==> src/rtl/hs_delay_valid_data_slice.sv <==
// Forward-registered valid/ready slice: STAGES cascaded valid/data registers, combinational up_ready.
// Optional HS_DELAY_STATS_EN adds free-running 16-bit in_count/out_count transfer counters.
module hs_delay_valid_data_slice #(
    parameter int WORD_WIDTH = 8,
    parameter int STAGES     = 1
) (
    input  logic                  clk,
    input  logic                  rst_n,
    input  logic                  up_valid,
    input  logic [WORD_WIDTH-1:0] up_data,
    output logic                  up_ready,
    output logic                  down_valid,
    output logic [WORD_WIDTH-1:0] down_data,
    input  logic                  down_ready,
    output logic [3:0]            occupancy
`ifdef HS_DELAY_STATS_EN
    ,
    output logic [15:0]           in_count,
    output logic [15:0]           out_count
`endif
);

    if (STAGES < 1 || STAGES > 8) begin : g_bad_stages
        $error("hs_delay_valid_data_slice: STAGES must be in 1..8");
    end

    // Handshake: a word moves across a boundary on a clock edge where valid && ready are both high.
    logic [STAGES-1:0]     v;
    logic [STAGES-1:0]     v_next;
    logic [WORD_WIDTH-1:0] d      [STAGES];
    logic [STAGES:0]       rdy;
    logic [STAGES-1:0]     vin;
    logic [WORD_WIDTH-1:0] din    [STAGES];
    logic [3:0]            occ_next;
    logic                  all_full;

    // rdy[i] is high when down_ready is high or any stage at or after i is empty; this is the
    // unrolled form of rdy[i] = !v[i] || rdy[i+1] without a self-referencing vector.
    always_comb begin
        all_full     = 1'b1;
        rdy          = '0;
        rdy[STAGES]  = down_ready;
        for (int i = STAGES - 1; i >= 0; i--) begin
            all_full = all_full & v[i];
            rdy[i]   = down_ready | ~all_full;
        end
    end

    always_comb begin
        vin[0] = up_valid;
        din[0] = up_data;
        for (int i = 1; i < STAGES; i++) begin
            vin[i] = v[i-1];
            din[i] = d[i-1];
        end
    end

    always_comb begin
        v_next   = v;
        occ_next = '0;
        for (int i = 0; i < STAGES; i++) begin
            if (rdy[i]) begin
                v_next[i] = vin[i];
            end
            occ_next = occ_next + {3'b000, v_next[i]};
        end
    end

    always_ff @(posedge clk) begin
        if (!rst_n) begin
            v         <= '0;
            occupancy <= '0;
            for (int i = 0; i < STAGES; i++) begin
                d[i] <= '0;
            end
        end else begin
            v         <= v_next;
            occupancy <= occ_next;
            for (int i = 0; i < STAGES; i++) begin
                if (rdy[i] && vin[i]) begin
                    d[i] <= din[i];
                end
            end
        end
    end

    assign up_ready   = rdy[0];
    assign down_valid = v[STAGES-1];
    assign down_data  = d[STAGES-1];

`ifdef HS_DELAY_STATS_EN
    logic up_fire;
    logic down_fire;

    assign up_fire   = up_valid & rdy[0];
    assign down_fire = v[STAGES-1] & down_ready;

    always_ff @(posedge clk) begin
        if (!rst_n) begin
            in_count  <= '0;
            out_count <= '0;
        end else begin
            if (up_fire) begin
                in_count <= in_count + 16'd1;
            end
            if (down_fire) begin
                out_count <= out_count + 16'd1;
            end
        end
    end
`endif

endmodule

==> config.mk <==
export PLATFORM = sky130hd
export DESIGN_NAME = hs_delay_valid_data_slice
export DESIGN_NICKNAME = d
export VERILOG_FILES = /design/src/rtl/hs_delay_valid_data_slice.sv
export SDC_FILE = /design/constraint.sdc
export NUM_CORES = 1
export LEC_CHECK = 0
export CORE_AREA = 8 8 45 47
export DETAILED_ROUTE_END_ITERATION = 16
export DIE_AREA = 0 0 53 55
export PLACE_DENSITY = 0.72
export SLEW_MARGIN = 0
export SYNTH_ARGS = -nofsm -noshare
export SYNTH_HDL_FRONTEND = slang
export SYNTH_SLANG_ARGS = --single-unit
==> constraint.sdc <==
create_clock -name clk -period 2 [get_ports clk]
set_input_delay 0.5 -clock clk [delete_from_list [all_inputs] [get_ports clk]]
set_output_delay 0.5 -clock clk [all_outputs]
set_load 0.02 [all_outputs]
After elaboration in Yosys (flattened, before gate mapping)
Memories as Yosys holds them, arrays and structs flattened.
Index checks and enable logic that the tools add are counted.
Storage, ports and cells
  flip-flop bits (word level): 4
  RAM bits: 8
  memories: 1
  output and inout bits: 14
  bits of input ports: 12
  logic and storage cells: 14
Cells by class
  reductions and logical operators: 2
  bitwise logic cells: 2
  mux-type cells: 7
Memories
  d: depth 1, bits a word 8, read ports 1, clocked after memory_dff 0, wr ports 1, line 30  | logic [WORD_WIDTH-1:0] d [STAGES];
Operator list (number)
  $mux 8: 1
  $reduce_or 8->1: 1
  $mux 1: 6
  $logic_and 1x1->1: 1
  $not 1->1: 1
  $or 1x1->1: 1

Longest topological paths before layout
Gate-level depths: netlist of run 1.
  depth in word-level cells: 8
  mapped depth: 3
  mapped depth without buffers: 2

Worst setup path after synthesis of run 1
OpenSTA, ideal clock, no wires.
  kind: in2reg
  from: in down_ready
  to: mem d[0][0], enable pin
  data arrival time: 1292 ps
  library setup time: 384 ps
  setup slack: 324 ps
  path buffers: 1
  data required time: 1616 ps
  cell stages on the path: 3
  path through: nor2b_4 -> buf_6 -> o21ai_0
On the way
  cells in the longest elaborated chain, start to end: 7
RTL lines
  start, declared: line 14  | input logic down_ready,
  $or 1x1->1 *: line 45  | rdy[i] = down_ready | ~all_full;
  $logic_and 1x1->1 *: line 80  | if (rdy[i] && vin[i]) begin
  $mux 1 *: line 80
  $mux 1 *: line 70  | if (!rst_n) begin
  $mux 1 (not written as such) *: line 81  | d[i] <= din[i];
  $reduce_or 8->1 (no source line)
  $mux 1 (no source line) *
  end, declared: line 30
Every way passes the cells marked *; elsewhere a longest branch is shown, timed or not.

Worst setup path in the final report of run 1
  from: in down_ready
  to: out up_ready
On the way
  cells in the longest elaborated chain, start to end: 1
RTL lines
  $or 1x1->1: line 45
  end, declared: line 11  | output logic up_ready,
No other way between the ends.

==> results of run 1 <==
-- how the worst max path moves through the flow --
stage | cells after the start | endpoint
global route | 4 | up_ready
global placement | 4 | up_ready
detailed placement | 4 | up_ready
finish | 4 | up_ready
CTS | 4 | up_ready
floorplan | 3 | d[0][0]
-- state kept, by name, summed over array words and instances (netlist names) --
register / cells
down_valid: 1
d: 8
-- Yosys cell counts --
master | n | area (sq um)
nor2b_4 | 1 | 13.8
o21ai_0 | 1 | 5.00
edfxtp_1 | 8 | 240
nand2_2 | 1 | 6.26
buf_6 | 1 | 11.3
o21a_1 | 1 | 7.51
conb_1 | 1 | 3.75
dfxtp_1 | 1 | 20.0
inv_1 | 2 | 7.51
nor3b_2 | 8 | 100
buf_4 | 4 | 30.0
-- area by class of cell --
type / count / area [sq um]
clock buffers: 4 / 26.3
fillers: 134 / 692
inverters: 2 / 7.51
multi-input cells: 15 / 144
flip-flops and latches: 9 / 260
well taps: 16 / 20.0
repair buffers: 24 / 234
-- cell families (layout without fill, tap and decap cells) --
| family | count (synthesis) | in the layout | synth area share |
|---|---|---|---|
| other cells | 1 | 3 | 0.00842 |
| compound gates | 2 | 2 | 0.0281 |
| flops | 9 | 9 | 0.584 |
| buf+inv | 7 | 30 | 0.110 |
| simple gates | 10 | 10 | 0.270 |
-- layout by cell type, fill, tap and decap left out --
cell,Yosys,final
nor2b_4,1,1
clkbuf_1,0,1
nand2_2,1,1
buf_4,4,2
conb_1,1,3
nor3b_2,8,8
dfxtp_1,1,1
inv_1,2,2
o21ai_0,1,1
edfxtp_1,8,8
clkdlybuf4s50_1,0,21
dlygate4sd2_1,0,1
o21a_1,1,1
clkbuf_4,0,3
-- worst max-delay path, stage by stage --
cell and delay (ns):
clkdlybuf4s50_1 0.50, nor2b_4 0.05, inv_1 0.04, dlygate4sd2_1 0.33
-- per-stage QoR --
stage / hold slack [ns] / cell area (sq um) / TNS, ns
3_5_place_dp: 0.847 / 667 / -0.198
5_1_grt: 0.860 / 692 / 0
3_3_place_gp: 0.839 / 667 / -0.198
6_report: 0.847 / 692 / 0
4_1_cts: 0.856 / 692 / 0
2_1_floorplan: 0.618 / 453 / 0
-- metal layers --
| layer | vias up | routed length [microns] |
|---|---|---|
| met3 | 2 | 128 |
| met4 | 0 | 21 |
| met2 | 21 | 440 |
| li1 | 145 | - |
| met5 | - | 0 |
| met1 | 130 | 320 |
-- what timing repair did --
item / CTS / global route
endpoints found under the setup margin: 1 / 0
setup buffers: 0 / 0
gates resized for setup: 1 / 0
-- power groups by stage --
stage                     registers [mW]  clock network, mW  logic, mW
after global placement             0.227                  0      0.106
after floorplan                    0.246                  0     0.0366
after global routing               0.225              0.159      0.111
after CTS                          0.224              0.141      0.106
after detailed placement           0.228                  0      0.107
final                              0.224              0.135      0.105
==> flow_metrics.tcl, run 1 <==
set metrics [dict create \
    grt_use_met2 0.102 \
    worstPathMaxFanout 2 \
    status "finished, final reports clean" \
    syn_inst 29 \
    route.detailed.drc 0 \
    power_frac_seq 0.482 \
    grt_overflow 0 \
    die-area_sq_um 2920 \
    cts_root_buf "clkbuf_4" \
    met1_usage 0.0685 \
    io_buffers 22 \
    peakVddDrop_uv 233 \
    p_sw_frac 0.241 \
    ys_ff_latch 9 \
    grt_pass1_vias 305 \
    cts.sinks 9 \
    cp.arrival_ns 1.41 \
    fp-row-count 14 \
    synth.avg_cell_area_sq_um 15.4 \
    crit_path_start_kind "input pin" \
    clkPwrFrac 0.292 \
    worstReg2RegStart "down_valid" \
    hold_path_end "down_valid" \
    dp_slack_ns -0.198 \
    ctsHoldBuffers 0 \
    fp.dieH_microns 55 \
    drtIter0Drc 5 \
    p_comb_frac 0.227 \
    antenna_found_initial 0 \
    io_pins 26 \
    hp-class "reg -> reg" \
    insertion_delay_ns 0.25 \
    start_util 0.322 \
    routabilityCongestion 0.645 \
    die_x_microns 53 \
    synth.distinct_cells 11 \
    track_usage 0.0695 \
    r2r_slack_ns 0.74 \
    ys_warn_count 0 \
    p_sw_mw 0.112 \
    reg2reg_to "d[0][3]" \
    powerDensity_nw_per_um2 670 \
    power.leakage_nw 0.256 \
    yosysSeqAreaShare 0.584 \
    finalCritPeriodShare 0.956 \
    reg2reg_depth 4 \
    clkSlewWorstSetupHoldPaths_ns 0.06 \
    syn_area_sq_um 445 \
    hold_path_depth 3 \
    cts_buffers 3 \
    fmax_ghz 0.523 \
    fin_util 0.500 \
    setup_ws_ns 0.0873 \
    grt_use_met3 0.0160 \
    critPathCaptureType "primary output" \
    drt-total-wl_microns 911 \
    p_total_mw 0.464 \
    finalNonFillerCells 70 \
    grt_setup_unrepaired "no" \
    num_antenna_cells 0 \
    maxCapViolations 0 \
    maxSlewViolCount 0 \
    dp.cells 66 \
    layout-drive-gt1-share 0.278 \
    h-tree-depth 1 \
    grt_max_degree 11 \
    layout.nets 67 \
    setup_viol 0 \
    grt_pass1_wl_microns 1370 \
    period_minus_slack_ns 1.91 \
    core_sq_um 1380 \
    viasPerCell 4.26 \
    avgRoutedWirePerCell_microns 13.0 \
    route.vias.total 298 \
    ant_nets 0 \
    hold_viol 0 \
    required_ns 1.50 \
    cts_buffer_depth 2 \
    first_pass_iters 4 \
    busiest_layer "met4" \
    clock_skew_ns 0.00156 \
    cts_tree "yes" \
    hp-start "down_valid" \
    setup.worst_path.class "in -> out" \
    area_delta_synth_final_pct 55.3 \
    internal_power_mw 0.352 \
    crit_start "down_ready" \
]
Power figures use the tool's default switching activity.
==> run 2: changes to the inputs <==
CORE_AREA = 2 2 39 41   (was 8 8 45 47)
CTS_CLUSTER_SIZE = 25   (was unset)
DIE_AREA = 0 0 41 43   (was 0 0 53 55)
SETUP_SLACK_MARGIN = 0.3   (was unset)
==> run 2 against run 1 <==
  * Sequential power barely moved
  * Utilization rose by 0.36 points
  * Hold slack got worse by 0.015 ns
  * Cell area rose by 0.72%
  * Die area fell by 40%
  * First-iteration DRC count fell by 40%
  * Combinational power fell by 7%
  * Clock skew fell by 0.00065 ns
  * Flip-flop and latch count did not move
  * Fmax rose by 23%
  * Critical path depth did not move
  * Critical endpoint unchanged
  * Largest power group unchanged
==> flow_metrics.tcl, run 2 (synthesis results as in run 1) <==
set metrics [dict create \
    num_antenna_cells 0 \
    fmax_ghz 0.641 \
    power.leakage_nw 0.350 \
    core_sq_um 1380 \
    avgRoutedWirePerCell_microns 11.6 \
    crit_path_start_kind "input pin" \
    fin_area_sq_um 697 \
    grt_setup_unrepaired "no" \
    p_total_mw 0.455 \
    cts.sinks 9 \
    finalCritPeriodShare 0.781 \
    reg2reg_depth 4 \
    cts_tree "yes" \
    fp.dieH_microns 43 \
    reg2reg_to "d[0][7]" \
    dpl_cell_area_sq_um 667 \
    hold_viol 0 \
    layout-drive-gt1-share 0.296 \
    cts_root_buf "clkbuf_4" \
    io_buffers 22 \
    grt_pass1_vias 286 \
    die_x_microns 41 \
    cts_buffers 3 \
    peakVddDrop_uv 205 \
    route.detailed.drc 0 \
    route.vias.total 294 \
    grt_pass1_wl_microns 1190 \
    period_minus_slack_ns 1.56 \
    post_cts_buffers 0 \
    io_pins 26 \
    routabilityCongestion 0.665 \
    register_area_sq_um 260 \
    fin_util 0.504 \
    final_cell_mix "clkdlybuf4s50_1 (10), nor3b_2 (8), edfxtp_1 (8)" \
    track_usage 0.112 \
    grt_max_degree 11 \
    n_fill_cell 129 \
    ctsHoldBuffers 0 \
    drtIter0Drc 3 \
    cp.arrival_ns 1.06 \
    cp_slowest_stage_delay_ns 0.25 \
    largest_reg_flops 8 \
    fp-row-count 14 \
    insertion_delay_ns 0.25 \
    ant_nets 0 \
    h-tree-depth 1 \
    hp-start "down_valid" \
    maxSlewViolCount 0 \
    hp-class "reg -> reg" \
    top_register "d" \
    hold_path_end "down_valid" \
    antenna_found_initial 0 \
    status "finished, final reports clean" \
    first_pass_iters 4 \
    grt_overflow 0 \
    path_buf_inv 3 \
    cp_top_family "buffers and inverters" \
    hold_ws_ns 0.831 \
    worstPathMaxFanout 2 \
    setup.worst_path.class "in -> out" \
    powerDensity_nw_per_um2 653 \
    r2r_slack_ns 0.75 \
    cts_buffer_depth 2 \
    hold_path_depth 3 \
    critPathCaptureType "primary output" \
    setup_viol 0 \
    layout.nets 67 \
    clock_skew_ns 0.000914 \
    layout_commonest_cell "clkdlybuf4s50_1" \
    required_ns 1.50 \
    hpwlAfterDp_microns 622 \
    worstReg2RegStart "down_valid" \
    die-area_sq_um 1760 \
    cts-resized-gates 9 \
    worstPathCellList "dlygate4sd2_1, nor2b_4, inv_1, buf_2" \
    area_delta_synth_final_pct 56.5 \
    cp_slowest_cell "dlygate4sd2_1" \
    multiInputGateArea_sq_um 144 \
    start_util 0.322 \
    drt-total-wl_microns 812 \
    maxCapViolations 0 \
    clkSlewWorstSetupHoldPaths_ns 0.06 \
    viasPerCell 4.20 \
]
[run 2: cell count changes in the layout (fill, tap and decap cells not counted), sizes merged]
cell,change
clkdlybuf4s50,-11
dlygate4sd2,+4
buf,+1
dlymetal6s2s,+6
[run 2: how the worst max path moves through the flow]
stage / startpoint / endpoint / slack, ns / cells after the start
3_3_place_gp: down_ready / up_ready / -0.19 / 4
6_report: down_ready / up_ready / 0.44 / 4
4_1_cts: d[0][6] / down_data[6] / 0.30 / 1
2_1_floorplan: down_ready / d[0][0] / 0.32 / 3
3_5_place_dp: down_ready / up_ready / -0.20 / 4
5_1_grt: down_ready / up_ready / 0.41 / 4
[run 2: power breakdown]
group,internal (mW),total (mW),switching (mW)
Combinational,0.0490,0.0978,0.0488
Sequential,0.220,0.223,0.00361
Clock,0.0765,0.134,0.0572
Total,0.345,0.455,0.110
[run 2: worst min-delay path: cells and delay by family (launching register included)]
| kind | cells | cell delay [ns] |
|---|---|---|
| flops | 1 | 0.32 |
| buf+inv | 1 | 0.18 |
| compound gates | 1 | 0.17 |
| simple gates | 1 | 0.12 |
[run 2: layout make-up]
class,count,share of cell area
flip-flops and latches,9,0.373
repair buffers,24,0.343
multi-input cells,15,0.206
clock buffers,4,0.0377
well taps,16,0.0287
inverters,2,0.0108
[run 2: per-layer routing]
layer,up-vias,global-route usage,wire length (microns)
met5,-,0,0
met4,0,0.120,22
met3,2,0.0314,82
met2,19,0.166,415
met1,129,0.111,292
li1,144,-,-
[run 2: through the flow]
stage,cells,worst slack (ns),TNS [ns]
6_report,70,0.439,0
5_1_grt,70,0.406,0
4_1_cts,70,0.303,0
3_5_place_dp,66,-0.201,-0.201
3_3_place_gp,66,-0.188,-0.188
2_1_floorplan,31,0.324,0
